<file path="src/rtl/rank_match_pkg.sv">
// Shared types and constants for the rank template scheduler.
// The sweep states are plain localparam codes rather than an enum so that older tools can read them.
package rank_match_pkg;

  localparam int NUM_RANKS = 13;
  localparam int SCORE_W   = 11;
  localparam int RANK_W    = $clog2(NUM_RANKS);

  typedef logic [RANK_W-1:0]  rank_idx_t;
  typedef logic [SCORE_W-1:0] score_t;
  typedef logic [1:0]         state_t;

  localparam state_t IDLE   = 2'd0;
  localparam state_t ISSUE  = 2'd1;
  localparam state_t WAIT   = 2'd2;
  localparam state_t FINISH = 2'd3;

endpackage

</file>
<file path="src/rtl/rank_match_sched_if.sv">
// Handshake between the scheduler (master) and the shared XOR template scorer (slave).
interface rank_match_sched_if;
  import rank_match_pkg::*;

  rank_idx_t sel_template;
  logic      scorer_start;
  logic      scorer_done;
  score_t    scorer_score;

  modport master (output sel_template, output scorer_start,
                  input  scorer_done,  input  scorer_score);
  modport slave  (input  sel_template, input  scorer_start,
                  output scorer_done,  output scorer_score);

endinterface

</file>
<file path="src/rtl/rank_match_sched_top2.sv">
// Tracks the lowest and second-lowest scores seen in one sweep.
// A tie goes to the earlier index because the comparison is strictly less-than.
module top2_min_tracker
  import rank_match_pkg::*;
(
  input  logic      clk,
  input  logic      rst,
  input  logic      clear,
  input  logic      update,
  input  score_t    score,
  input  rank_idx_t idx,
  output score_t    best,
  output score_t    second,
  output rank_idx_t best_rank
);

  score_t    best_q, best_d;
  score_t    second_q, second_d;
  rank_idx_t rank_q, rank_d;

  always_comb begin
    best_d   = best_q;
    second_d = second_q;
    rank_d   = rank_q;
    if (clear) begin
      best_d   = '1;
      second_d = '1;
      rank_d   = '0;
    end else if (update) begin
      if (score < best_q) begin
        second_d = best_q;
        best_d   = score;
        rank_d   = idx;
      end else if (score < second_q) begin
        second_d = score;
      end
    end
  end

  always_ff @(posedge clk or negedge rst) begin
    if (!rst) begin
      best_q   <= '0;
      second_q <= '0;
      rank_q   <= '0;
    end else begin
      best_q   <= best_d;
      second_q <= second_d;
      rank_q   <= rank_d;
    end
  end

  assign best      = best_q;
  assign second    = second_q;
  assign best_rank = rank_q;

endmodule

</file>
<file path="src/rtl/rank_match_sched.sv">
// Runs the shared scorer over every rank kernel after each corner capture.
// It publishes the lowest-scoring rank together with a confidence flag based on the score margin.
module rank_match_sched
  import rank_match_pkg::*;
#(
  parameter int NUM_TEMPLATES  = NUM_RANKS,
  parameter int MARGIN_MIN     = 40,
  parameter int TIMEOUT_CYCLES = 2048
)(
  input  logic               clk,
  input  logic               rst,
  input  logic               capture_done,
  rank_match_sched_if.master sc,
  output logic               busy,
  output logic               result_valid,
  output rank_idx_t          best_rank,
  output score_t             best_score,
  output score_t             second_score,
  output logic               confident,
  output logic               overrun,
  output logic               timeout_err
);

  localparam int                WD_W     = $clog2(TIMEOUT_CYCLES) + 1;
  localparam rank_idx_t         LAST_IDX = rank_idx_t'(NUM_TEMPLATES - 1);
  localparam logic [WD_W-1:0]   WD_LIMIT = WD_W'(TIMEOUT_CYCLES - 1);

  state_t          state_q, state_d;
  rank_idx_t       idx_q, idx_d;
  logic [WD_W-1:0] wd_q, wd_d;
  logic            rv_q, rv_d;
  rank_idx_t       rank_q, rank_d;
  score_t          best_q, best_d;
  score_t          second_q, second_d;
  logic            conf_q, conf_d;
  logic            overrun_q, overrun_d;
  logic            timeout_q, timeout_d;

  logic            trk_clear, trk_update;
  score_t          trk_best, trk_second, margin;
  rank_idx_t       trk_rank;

  top2_min_tracker u_tracker (
    .clk       (clk),
    .rst       (rst),
    .clear     (trk_clear),
    .update    (trk_update),
    .score     (sc.scorer_score),
    .idx       (idx_q),
    .best      (trk_best),
    .second    (trk_second),
    .best_rank (trk_rank)
  );

  assign margin = trk_second - trk_best;

  // The cycle that pulses result_valid still counts as busy, so a capture arriving then is dropped.
  always_comb begin
    state_d    = state_q;
    idx_d      = idx_q;
    wd_d       = wd_q;
    rv_d       = 1'b0;
    rank_d     = rank_q;
    best_d     = best_q;
    second_d   = second_q;
    conf_d     = conf_q;
    timeout_d  = timeout_q;
    overrun_d  = overrun_q | (capture_done & ((state_q != IDLE) | rv_q));
    trk_clear  = 1'b0;
    trk_update = 1'b0;
    case (state_q)
      IDLE: begin
        if (capture_done && !rv_q) begin
          state_d   = ISSUE;
          idx_d     = '0;
          trk_clear = 1'b1;
        end
      end
      ISSUE: begin
        wd_d    = '0;
        state_d = WAIT;
      end
      WAIT: begin
        if (sc.scorer_done) begin
          trk_update = 1'b1;
          if (idx_q == LAST_IDX) begin
            state_d = FINISH;
          end else begin
            idx_d   = idx_q + rank_idx_t'(1);
            state_d = ISSUE;
          end
        end else if (wd_q == WD_LIMIT) begin
          timeout_d = 1'b1;
          state_d   = IDLE;
        end else begin
          wd_d = wd_q + WD_W'(1);
        end
      end
      FINISH: begin
        rank_d   = trk_rank;
        best_d   = trk_best;
        second_d = trk_second;
        conf_d   = (margin >= score_t'(MARGIN_MIN));
        rv_d     = 1'b1;
        state_d  = IDLE;
      end
      default: state_d = IDLE;
    endcase
  end

  always_ff @(posedge clk or negedge rst) begin
    if (!rst) begin
      state_q   <= IDLE;
      idx_q     <= '0;
      wd_q      <= '0;
      rv_q      <= 1'b0;
      rank_q    <= '0;
      best_q    <= '0;
      second_q  <= '0;
      conf_q    <= 1'b0;
      overrun_q <= 1'b0;
      timeout_q <= 1'b0;
    end else begin
      state_q   <= state_d;
      idx_q     <= idx_d;
      wd_q      <= wd_d;
      rv_q      <= rv_d;
      rank_q    <= rank_d;
      best_q    <= best_d;
      second_q  <= second_d;
      conf_q    <= conf_d;
      overrun_q <= overrun_d;
      timeout_q <= timeout_d;
    end
  end

  assign sc.sel_template = idx_q;
  assign sc.scorer_start = (state_q == ISSUE);
  assign busy            = (state_q != IDLE);
  assign result_valid    = rv_q;
  assign best_rank       = rank_q;
  assign best_score      = best_q;
  assign second_score    = second_q;
  assign confident       = conf_q;
  assign overrun         = overrun_q;
  assign timeout_err     = timeout_q;

endmodule

</file>
<file path="src/flat_wrapper.sv">
// flat-port wrapper written by rule: the top's interface ports become plain ports
module rank_match_sched_flat import rank_match_pkg::*;
#(
  parameter int NUM_TEMPLATES  = NUM_RANKS,
  parameter int MARGIN_MIN     = 40,
  parameter int TIMEOUT_CYCLES = 2048
)
  (clk, rst, capture_done, busy, result_valid, best_rank, best_score, second_score, confident, overrun, timeout_err, sc_sel_template, sc_scorer_start, sc_scorer_done, sc_scorer_score);
  rank_match_sched_if sc_i ();
  input  logic clk;
  input  logic rst;
  input  logic capture_done;
  output logic busy;
  output logic result_valid;
  output rank_idx_t best_rank;
  output score_t best_score;
  output score_t second_score;
  output logic confident;
  output logic overrun;
  output logic timeout_err;
  output wire logic [$bits(sc_i.sel_template)-1:0] sc_sel_template;
  output wire logic [$bits(sc_i.scorer_start)-1:0] sc_scorer_start;
  input wire logic [$bits(sc_i.scorer_done)-1:0] sc_scorer_done;
  input wire logic [$bits(sc_i.scorer_score)-1:0] sc_scorer_score;
  assign sc_sel_template = sc_i.sel_template;
  assign sc_scorer_start = sc_i.scorer_start;
  assign sc_i.scorer_done = sc_scorer_done;
  assign sc_i.scorer_score = sc_scorer_score;
  rank_match_sched #(.NUM_TEMPLATES(NUM_TEMPLATES), .MARGIN_MIN(MARGIN_MIN), .TIMEOUT_CYCLES(TIMEOUT_CYCLES)) u_core (.clk(clk), .rst(rst), .capture_done(capture_done), .sc(sc_i), .busy(busy), .result_valid(result_valid), .best_rank(best_rank), .best_score(best_score), .second_score(second_score), .confident(confident), .overrun(overrun), .timeout_err(timeout_err));
endmodule
</file>
<file path="config.mk">
export PLATFORM = sky130hd
export DESIGN_NAME = rank_match_sched_flat
export DESIGN_NICKNAME = d
export VERILOG_FILES = /design/src/rtl/rank_match_pkg.sv /design/src/rtl/rank_match_sched_if.sv /design/src/rtl/rank_match_sched_top2.sv /design/src/rtl/rank_match_sched.sv /design/src/flat_wrapper.sv
export SDC_FILE = /design/constraint.sdc
export NUM_CORES = 1
export LEC_CHECK = 0
export BUFFER_PORTS_ARGS = -buffer_cell sky130_fd_sc_hd__buf_4
export CAP_MARGIN = 20
export CORE_MARGIN = 3
export CORE_UTILIZATION = 58
export CTS_CLUSTER_DIAMETER = 80
export CTS_CLUSTER_SIZE = 14
export DETAILED_ROUTE_END_ITERATION = 12
export GPL_TIMING_DRIVEN = 0
export PLACE_DENSITY = 0.77
export SLEW_MARGIN = 10
export SYNTH_ARGS = -nofsm -noshare
export SYNTH_HDL_FRONTEND = slang
export SYNTH_SLANG_ARGS = --single-unit
</file>
<file path="constraint.sdc">
create_clock -name clk -period 2.7 [get_ports clk]
set_clock_uncertainty 0.05 [all_clocks]
set_input_delay 0.405 -clock clk [delete_from_list [all_inputs] [get_ports clk]]
set_output_delay 0.405 -clock clk [all_outputs]
set_load 0.01 [all_outputs]
</file>
==> metrics.txt, run 1 <==
area of the multi-input gates 2190 µm²; sequential cell area 1850 µm²; Seq cells post-synth 74; Core ar. 6940 µm²; clock buffer depth 2; Post-CTS Resized 0; critical path class reg2reg; part of the power in registers 0.304; CP Data Arrival Time ~2.7 ns; grt total ovfl 0; Mapped Nets 500; Adder-Cell Fraction of Synth Area 0.0976; post-synthesis cell count roughly 450; DP HPWL 7.11 mm; CTS Buf Count 9; HP Class in2async; combinational family with the most area after synthesis compound AO/OA/AOI/OAI gates; final WL around 9.4 mm; crit-path cells inv_1 -> ha_1 -> and3_1 -> nand4_1 -> o221ai_2 -> nor2_1 -> a211oi_2 -> buf_6 -> mux2_4; vias about 3500; Net Sw Frac 0.414; outcome finished clean; die area 8350 µm²; DR DRC count 0; Ys Warns 0; top_reg_cell synth dfrtp_1; CP top delay family compound AO/OA/AOI/OAI gates; TritonCTS Sinks 74; Setup Fix Bufs, Post-CTS 0; CTS tree built; Compound-Gate Fraction of Synth Area 0.175; clk root buf clkbuf_8; Clock Power Share 0.165; layout cells sized above 1 0.185; quantity of I/O buffers inserted on ports 50; Mapped Area 4230 µm²; vias per std cell about 5.7; Post-Synth XOR/XNOR Area 0.0228; RSZ-0062 raised after global routing no; Initial Util 0.609; Worst Max-Slew Pin Slew around 0.91 ns; initial antenna violation count 0; clk slew on worst S/H paths about 0.080 ns; gpl congestion 0.965; Post-synth EDFFs 0; Worst setup SP type register; count of cell types in the netlist 54; Layout fillers between 500 and 600; fraction of the yosys area taken by sequential cells 0.438; CP max FO 10; simple-gate area share of the yosys netlist 0.169; # hold bufs at CTS 0; Fmax 0.400 GHz; GRT Total Usage 0.234; Die Wd between 90 and 100 µm; Pint 3.36 mW; mux cell area share after synthesis 0.0530; wire per inst 15.2 µm; WP buf/inv 2; global-route wire length before repair around 16 mm; CP Capture Type register; P&R area growth vs syn 16.9%; logic gate share of total power 0.531; antenna viol nets, final 0; total power draw 5.73 mW; max-slew headroom at the worst pin 0.394; syn_area_per_cell 9.36 µm²; hold_ws 0.137 ns; maximum vdd drop 577 µV; Std-Cell Rows 30; final-report max-slew violation count 0; post-layout net count approximately 560; P_leak 2.39 nW; largest net degree at the start of global routing 75; final setup fails 0; DR pass1 iterations 4; slowest stage delay, CP 0.35 ns; worst skew pair latency around 0.35 ns; asr flop ratio synth 1.00; vias in the first global route 3388; H-tree levels 3; final period utilization 0.926; worst path required time 2.88 ns; Pwr Density about 1200 nW/µm²; Iter 0 DRT Violations 180; setup TNS 0 ns; Tmin final 2.50 ns; highest-delay cell along the critical path dfrtp_1; max-cap violations 0; ANT cells 0; sw power 2.37 mW; die height 91.4 µm; # IOs 51; final hold vios 0; Core Util, Final 0.712
[power by group through the flow]
stage                     Sequential (mW)  Combinational (mW)  Clock, mW
after floorplan                      1.81                2.02          0
after global placement               1.74                2.90          0
after detailed placement             1.76                3.02          0
after CTS                            1.74                3.03      0.960
after global routing                 1.80                3.38       1.01
final                                1.74                3.04      0.947
[cell type report]
class	count	area share
Tap cell	96	0.0243
Clock buffer	10	0.0258
Multi-Input combinational cell	331	0.443
Buffer	17	0.0152
Clock inverter	6	0.0182
Inverter	30	0.0228
Sequential cell	74	0.375
Timing Repair Buffer	50	0.0759
[cells in the mapped netlist, drive strengths merged (5+ instances only)]
cell type	count	area share
a211oi	5	0.010
a21o	9	0.016
a21oi	14	0.019
clkbuf	13	0.012
dfrtp	74	0.44
ha	33	0.098
inv	30	0.027
mux2	16	0.051
nand2	71	0.063
nand2b	6	0.0089
nand3	14	0.017
nor2	36	0.032
nor3	7	0.0083
o211ai	12	0.021
o21ai	50	0.059
xnor2	6	0.012
xor2	5	0.010
[stage by stage]
stage | cell area, µm² | std cells | worst slack (ns)
final | 4940 | 614 | 0.199
after floorplan | 4230 | 452 | 0.482
after detailed placement | 4720 | 598 | 0.111
after global routing | 4940 | 614 | 0.0576
after CTS | 4940 | 614 | 0.215
after global placement | 4720 | 598 | 0.164
[state kept, by name, indices dropped and copies added, names as in the netlist, 2 cells and up]
name	cells
u_core.best_rank	4
u_core.best_score	11
u_core.sc.sel_template	4
u_core.second_score	11
u_core.state_q	2
u_core.u_tracker.best	11
u_core.u_tracker.best_rank	4
u_core.u_tracker.second	11
u_core.wd_q	12
[layer usage]
metal  routed length [µm]  track usage
met2                 4470        0.384
met5                    0            0
met1                 4220        0.301
met3                  363       0.0365
met4                  299        0.113
[path summary, 6_finish.rpt]
kind                                     startpoint                     endpoint  slack, ns  cells past startpoint
setup / recovery           u_core.u_tracker.best[7]  u_core.u_tracker.second[10]       0.20                      9
hold reg to reg                  u_core.timeout_err           u_core.timeout_err       0.43                      1
hold / removal                                  rst       u_core.second_score[0]       0.14                      1
setup reg to reg           u_core.u_tracker.best[7]  u_core.u_tracker.second[10]       0.20                      9
min in group clk                sc_scorer_score[10]    u_core.u_tracker.best[10]       0.25                      3
max in group asynchronous                       rst       u_core.second_score[7]       1.88                      1
[cell families after synthesis]
family	count (synthesis)
compound gates	112
mux	17
simple gates	158
fa+ha+maj	33
xor+xnor	11
buf+inv	47
flops	74
[cells in the final DEF, fill, tap and decap left out, types with 2 or more instances in the layout]
cell,n
nor2b_1,3
o21a_1,2
nor2_1,36
a21oi_1,13
nor4_1,3
nand4_1,3
nand2b_1,6
nor3_1,7
buf_4,50
o21bai_1,2
a31oi_1,4
and3_1,4
clkbuf_1,14
inv_1,30
ha_1,33
buf_2,3
a211oi_1,4
xnor2_1,6
or3_1,3
o211ai_1,12
nand2_1,71
o21ai_0,49
xor2_1,5
nand3_1,14
clkbuf_8,9
a21o_1,9
bufinv_16,2
mux2_4,9
mux2_2,7
dfrtp_1,74
Power figures use the tool's default switching activity.
==> run 2, diff against run 1 <==
--- a/config.mk
+++ b/config.mk
@@ -7,13 +7,15 @@
 export LEC_CHECK = 0
 export BUFFER_PORTS_ARGS = -buffer_cell sky130_fd_sc_hd__buf_4
 export CAP_MARGIN = 20
+export CELL_PAD_IN_SITES_DETAIL_PLACEMENT = 0
+export CELL_PAD_IN_SITES_GLOBAL_PLACEMENT = 2
 export CORE_MARGIN = 3
-export CORE_UTILIZATION = 58
+export CORE_UTILIZATION = 36
 export CTS_CLUSTER_DIAMETER = 80
 export CTS_CLUSTER_SIZE = 14
 export DETAILED_ROUTE_END_ITERATION = 12
 export GPL_TIMING_DRIVEN = 0
-export PLACE_DENSITY = 0.77
+export PLACE_DENSITY = 0.76
 export SLEW_MARGIN = 10
 export SYNTH_ARGS = -nofsm -noshare
 export SYNTH_HDL_FRONTEND = slang
==> run 2 against run 1 <==
Net effect:
- core utilization decreased by 25 points
- maximum frequency increased by 0.40%
- via count shrank 1.0%
- cell area up 3.6%
- non-clock buffer count unchanged
- critical path depth unchanged
- critical endpoint is now u_core.u_tracker.second[5]
- largest cell class unchanged
- highest routed layer unchanged
==> metrics.txt, run 2 (synthesis gave the netlist of run 1 again) <==
outcome finished clean; Iter 0 DRT Violations ~180; Setup Fix Bufs, Post-CTS 0; P&R area growth vs syn 21.1%; Initial Util 0.378; global-route wire length before repair 18.1 mm; Biggest register u_core.wd_q; critical path class reg2reg; die area between 10000 and 15000 µm²; layout cells sized above 1 0.193; worst skew pair latency 0.34 ns; antenna viol nets, final 0; max-slew headroom at the worst pin 0.349; Reg-to-Reg Start u_core.u_tracker.best[7]; # IOs between 50 and 60; ANT cells 0; RSZ-0062 raised after global routing no; final period utilization 0.923; gpl congestion 0.832; Tmin final 2.49 ns; DP HPWL 7.98 mm; H-tree levels 3; vias 3453; clk slew on worst S/H paths 0.06 ns; clock buffer depth 2; post-layout net count approximately 560; CTS Buf Count 9; CP Capture Type register; pre-CTS setup slack a little under 0.06 ns; final-report max-slew violation count 0; max reg flops 12; vias per std cell 5.25; leading cell type in the layout, fill and taps excluded dfrtp_1; largest net degree at the start of global routing between 70 and 80; P_leak 2.45 nW; setup slack after layout 0.209 ns; HP Class in2async; most frequent cells in the layout dfrtp_1, nand2_1, buf_4, o21ai_0, nor2_1; initial antenna violation count 0; reg-to-reg endpoint u_core.u_tracker.second[5]; CP Data Arrival Time 2.66 ns; maximum vdd drop 657 µV; Register-to-Register Path Depth 9; final hold vios 0; TritonCTS Sinks 74; grt total ovfl 0; R2R Setup Slk between 0.2 and 0.25 ns; final WL 11.0 mm; Worst Max-Slew Pin Slew 0.977 ns; clk root buf clkbuf_16; Layout fillers 1117; die height 114 µm; Fmax 0.401 GHz; CTS tree built; quantity of I/O buffers inserted on ports 50; wire per inst 16.6 µm; worst path required time 2.87 ns; Die Wd 114 µm; Pwr Density 1210 nW/µm²; setup TNS 0 ns; GRT Total Usage 0.178; DR pass1 iterations 4; Worst setup SP type register; max-cap violations 0; DR DRC count 0; CP max FO 10; Core ar. roughly 11000 µm²; Std-Cell Rows 38; final setup fails 0; vias in the first global route 3397
==> run 2: cell count changes in the layout (fill, tap and decap cells not counted), sizes merged <==
cell    before  now
clkinv       2    1
clkbuf      23   24
==> run 2: worst max path at each step <==
stage / start / endpoint / slack [ns]
3_3_place_gp: sc_scorer_score[6] / u_core.u_tracker.best[6] / 0.12
5_1_grt: u_core.u_tracker.best[7] / u_core.u_tracker.second[5] / 0.03
6_report: u_core.u_tracker.best[7] / u_core.u_tracker.second[5] / 0.21
2_1_floorplan: sc_scorer_score[6] / u_core.u_tracker.second[10] / 0.48
3_5_place_dp: sc_scorer_score[6] / u_core.u_tracker.best[4] / 0.06
4_1_cts: u_core.u_tracker.best[7] / u_core.u_tracker.best[4] / 0.09
==> run 2: repair_timing <==
| action | in CTS | in global routing |
|---|---|---|
| hold buffers | 0 | 0 |
| setup endpoints to repair | 0 | 15 |
| resized for setup | 0 | 5 |
==> run 2: cell type report <==
class / instances / area (µm²) / area share
multi-input cells: 331 / 2190 / 0.428
flip-flops and latches: 74 / 1850 / 0.362
repair buffers: 50 / 375 / 0.0733
clock buffers: 11 / 253 / 0.0493
well taps: 140 / 175 / 0.0342
inverters: 30 / 113 / 0.0220
clock inverters: 5 / 85.1 / 0.0166
plain buffers: 17 / 77.6 / 0.0151
==> run 2: power breakdown <==
| part | internal [mW] | switching (mW) |
|---|---|---|
| clock network | 0.865 | 0.491 |
| logic | 1.35 | 1.72 |
| registers | 1.49 | 0.280 |
| total | 3.70 | 2.49 |
==> run 2: layer usage <==
metal | vias up | global-route usage | part of all wire
li1 | 1713 | - | -
met1 | 1677 | 0.248 | 0.49
met2 | 52 | 0.284 | 0.47
met3 | 11 | 0.0359 | 0.032
met4 | 0 | 0.0435 | 0.011
met5 | - | 0 | 0
==> run 2: critical path, stage by stage, from the launching register on <==
cell,delay [ns]
dfrtp_1,0.37
inv_1,0.18
ha_1,0.29
and3_1,0.20
a221oi_2,0.25
o221ai_2,0.18
clkbuf_1,0.30
nand2_1,0.15
o211ai_1,0.10
mux2_4,0.30
==> run 2: stage by stage <==
step / hold WS, ns / total power, mW / instance area (µm²) / utilization / std cells
4_1_cts: 0.220 / 6.26 / 5120 / 0.458 / 658
3_5_place_dp: 0.400 / 4.87 / 4780 / 0.428 / 642
3_3_place_gp: 0.394 / 4.83 / 4780 / 0.428 / 642
2_1_floorplan: 0.0594 / 3.84 / 4230 / - / 452
6_report: 0.167 / 6.19 / 5120 / 0.458 / 658
5_1_grt: 0.245 / 6.74 / 5120 / 0.458 / 658
==> run 3, diff against run 2 <==
--- a/config.mk
+++ b/config.mk
@@ -15,7 +15,7 @@
 export CTS_CLUSTER_SIZE = 14
 export DETAILED_ROUTE_END_ITERATION = 12
 export GPL_TIMING_DRIVEN = 0
-export PLACE_DENSITY = 0.76
+export PLACE_DENSITY_LB_ADDON = 0.1
 export SLEW_MARGIN = 10
 export SYNTH_ARGS = -nofsm -noshare
 export SYNTH_HDL_FRONTEND = slang
==> run 3 against run 2 <==
Net effect:
- non-clock buffer count is the same
- largest cell class unchanged
- clock-buffer cell count shrank 1
- clock power grew 11%
- routed wire length is essentially flat
- sequential power is essentially flat
- total power grew 2.3%
- first-iteration DRC count shrank 11%
- cell count is the same
==> metrics.txt, run 3 (synthesis gave the netlist of run 1 again) <==
outcome finished clean; worst path required time 2.86 ns; # IOs 51; CTS Buf Count 9; gpl congestion between 0.7 and 0.8; antenna viol nets, final 0; vias in the first global route 3351; final setup fails 0; max-slew headroom at the worst pin 0.357; grt total ovfl 0; TritonCTS Sinks 74; CP max FO 10; quantity of I/O buffers inserted on ports 50; highest-delay cell along the critical path dfrtp_1; Core Util, Final 0.462; CP Capture Type register; final period utilization 0.930; # hold bufs at CTS 0; Worst Max-Slew Pin Slew between 0.9 and 1 ns; global-route wire length before repair between 15 and 20 mm; largest net degree at the start of global routing 75; Std-Cell Rows 38; final WL 11.0 mm; CP Data Arrival Time 2.68 ns; vias 3389; critical path class reg2reg; max-cap violations 0; DR DRC count 0; die height roughly 110 µm; HP Class in2async; P_leak 2.47 nW; worst skew pair latency 0.33 ns; Post-CTS Resized 0; Iter 0 DRT Violations approximately 160; Worst setup SP type register; CTS tree built; setup slack after layout 0.189 ns; DR pass1 iterations 4; clk slew on worst S/H paths 0.06 ns; layout cells sized above 1 0.191; Pwr Density 1230 nW/µm²; leading cell type in the layout, fill and taps excluded dfrtp_1; GRT Total Usage 0.178; setup TNS 0 ns; Setup Fix Bufs, Post-CTS 0; Tmin final 2.51 ns; maximum vdd drop 545 µV; Die Wd 114 µm; Initial Util 0.378; max reg flops 12; clock buffer depth 2; H-tree levels 3; Core ar. around 11000 µm²; final-report max-slew violation count 0; P&R area growth vs syn 22.0%; clk root buf clkbuf_16; pre-CTS setup slack 0.114 ns; crit-path cells inv_1 -> ha_1 -> and3_1 -> a221oi_2 -> o221ai_2 -> nor2_1 -> a211oi_2 -> buf_6 -> mux2_4; initial antenna violation count 0; RSZ-0062 raised after global routing no; most frequent cells in the layout dfrtp_1, nand2_1, buf_4, o21ai_0, nor2_1; vias per std cell between 5 and 6; DP HPWL between 7 and 8 mm; Biggest register u_core.wd_q; wire per inst 16.6 µm; ANT cells 0; die area roughly 13000 µm²; final hold vios 0; slowest stage delay, CP 0.38 ns; Fmax 0.398 GHz; post-layout net count ~560
-- run 3: changes by cell type in the layout (fill, tap and decap cells not counted) --
cell,delta
nor2_2,-1
nor2_1,+1
bufinv_16,+2
inv_6,-1
clkbuf_8,-1
clkinvlp_4,-1
clkinv_4,+1
-- run 3: cell type report --
class / instances / area, µm²
multi-input cells: 331 / 2190
inverters: 30 / 113
repair buffers: 50 / 375
well taps: 140 / 175
clock inverters: 6 / 138
flip-flops and latches: 74 / 1850
clock buffers: 10 / 239
fillers: 1109 / 6010
plain buffers: 17 / 77.6
-- run 3: report_power, final --
| part | total, mW | switching [mW] | leakage (nW) | internal, mW |
|---|---|---|---|---|
| Sequential | 1.76 | 0.267 | 0.897 | 1.49 |
| Clock | 1.51 | 0.482 | 0.183 | 1.02 |
| Combinational | 3.07 | 1.72 | 1.39 | 1.35 |
| Total | 6.33 | 2.47 | 2.47 | 3.86 |
-- run 3: critical path: cells and delay by family (launching register included) --
family / cells / cell delay, ns
compound gates: 3 / 0.50
fa+ha+maj: 1 / 0.29
mux: 1 / 0.30
buf+inv: 2 / 0.40
simple gates: 2 / 0.46
flops: 1 / 0.38
-- run 3: stage by stage --
| stage | total power, mW | area [µm²] | hold WS (ns) | cells |
|---|---|---|---|---|
| finish | 6.33 | 5160 | 0.183 | 658 |
| global route | 6.86 | 5160 | 0.270 | 658 |
| CTS | 6.41 | 5160 | 0.222 | 658 |
| detailed placement | 4.88 | 4780 | 0.398 | 642 |
| global placement | 4.83 | 4780 | 0.396 | 642 |
| floorplan | 3.84 | 4230 | 0.0594 | 452 |
-- run 3: final timing paths --
check	start	slack [ns]	cells past startpoint	to
hold / removal	rst	0.18	1	u_core.best_score[7]
min in group clk	sc_scorer_score[0]	0.26	3	u_core.u_tracker.best[0]
setup / recovery	u_core.u_tracker.best[7]	0.19	9	u_core.u_tracker.second[9]
hold reg to reg	u_core.timeout_err	0.41	1	u_core.timeout_err
setup reg to reg	u_core.u_tracker.best[7]	0.19	9	u_core.u_tracker.second[9]
max in group asynchronous	rst	1.81	1	u_core.u_tracker.second[10]
-- run 3: per-layer routing --
metal | share of wire | vias to the layer above | wire [µm] | GRT usage
met5 | 0 | - | 0 | 0
met4 | 0.014 | 0 | 158 | 0.0586
met3 | 0.040 | 12 | 440 | 0.0301
met2 | 0.46 | 56 | 5000 | 0.270
met1 | 0.49 | 1614 | 5360 | 0.258
li1 | - | 1707 | - | -
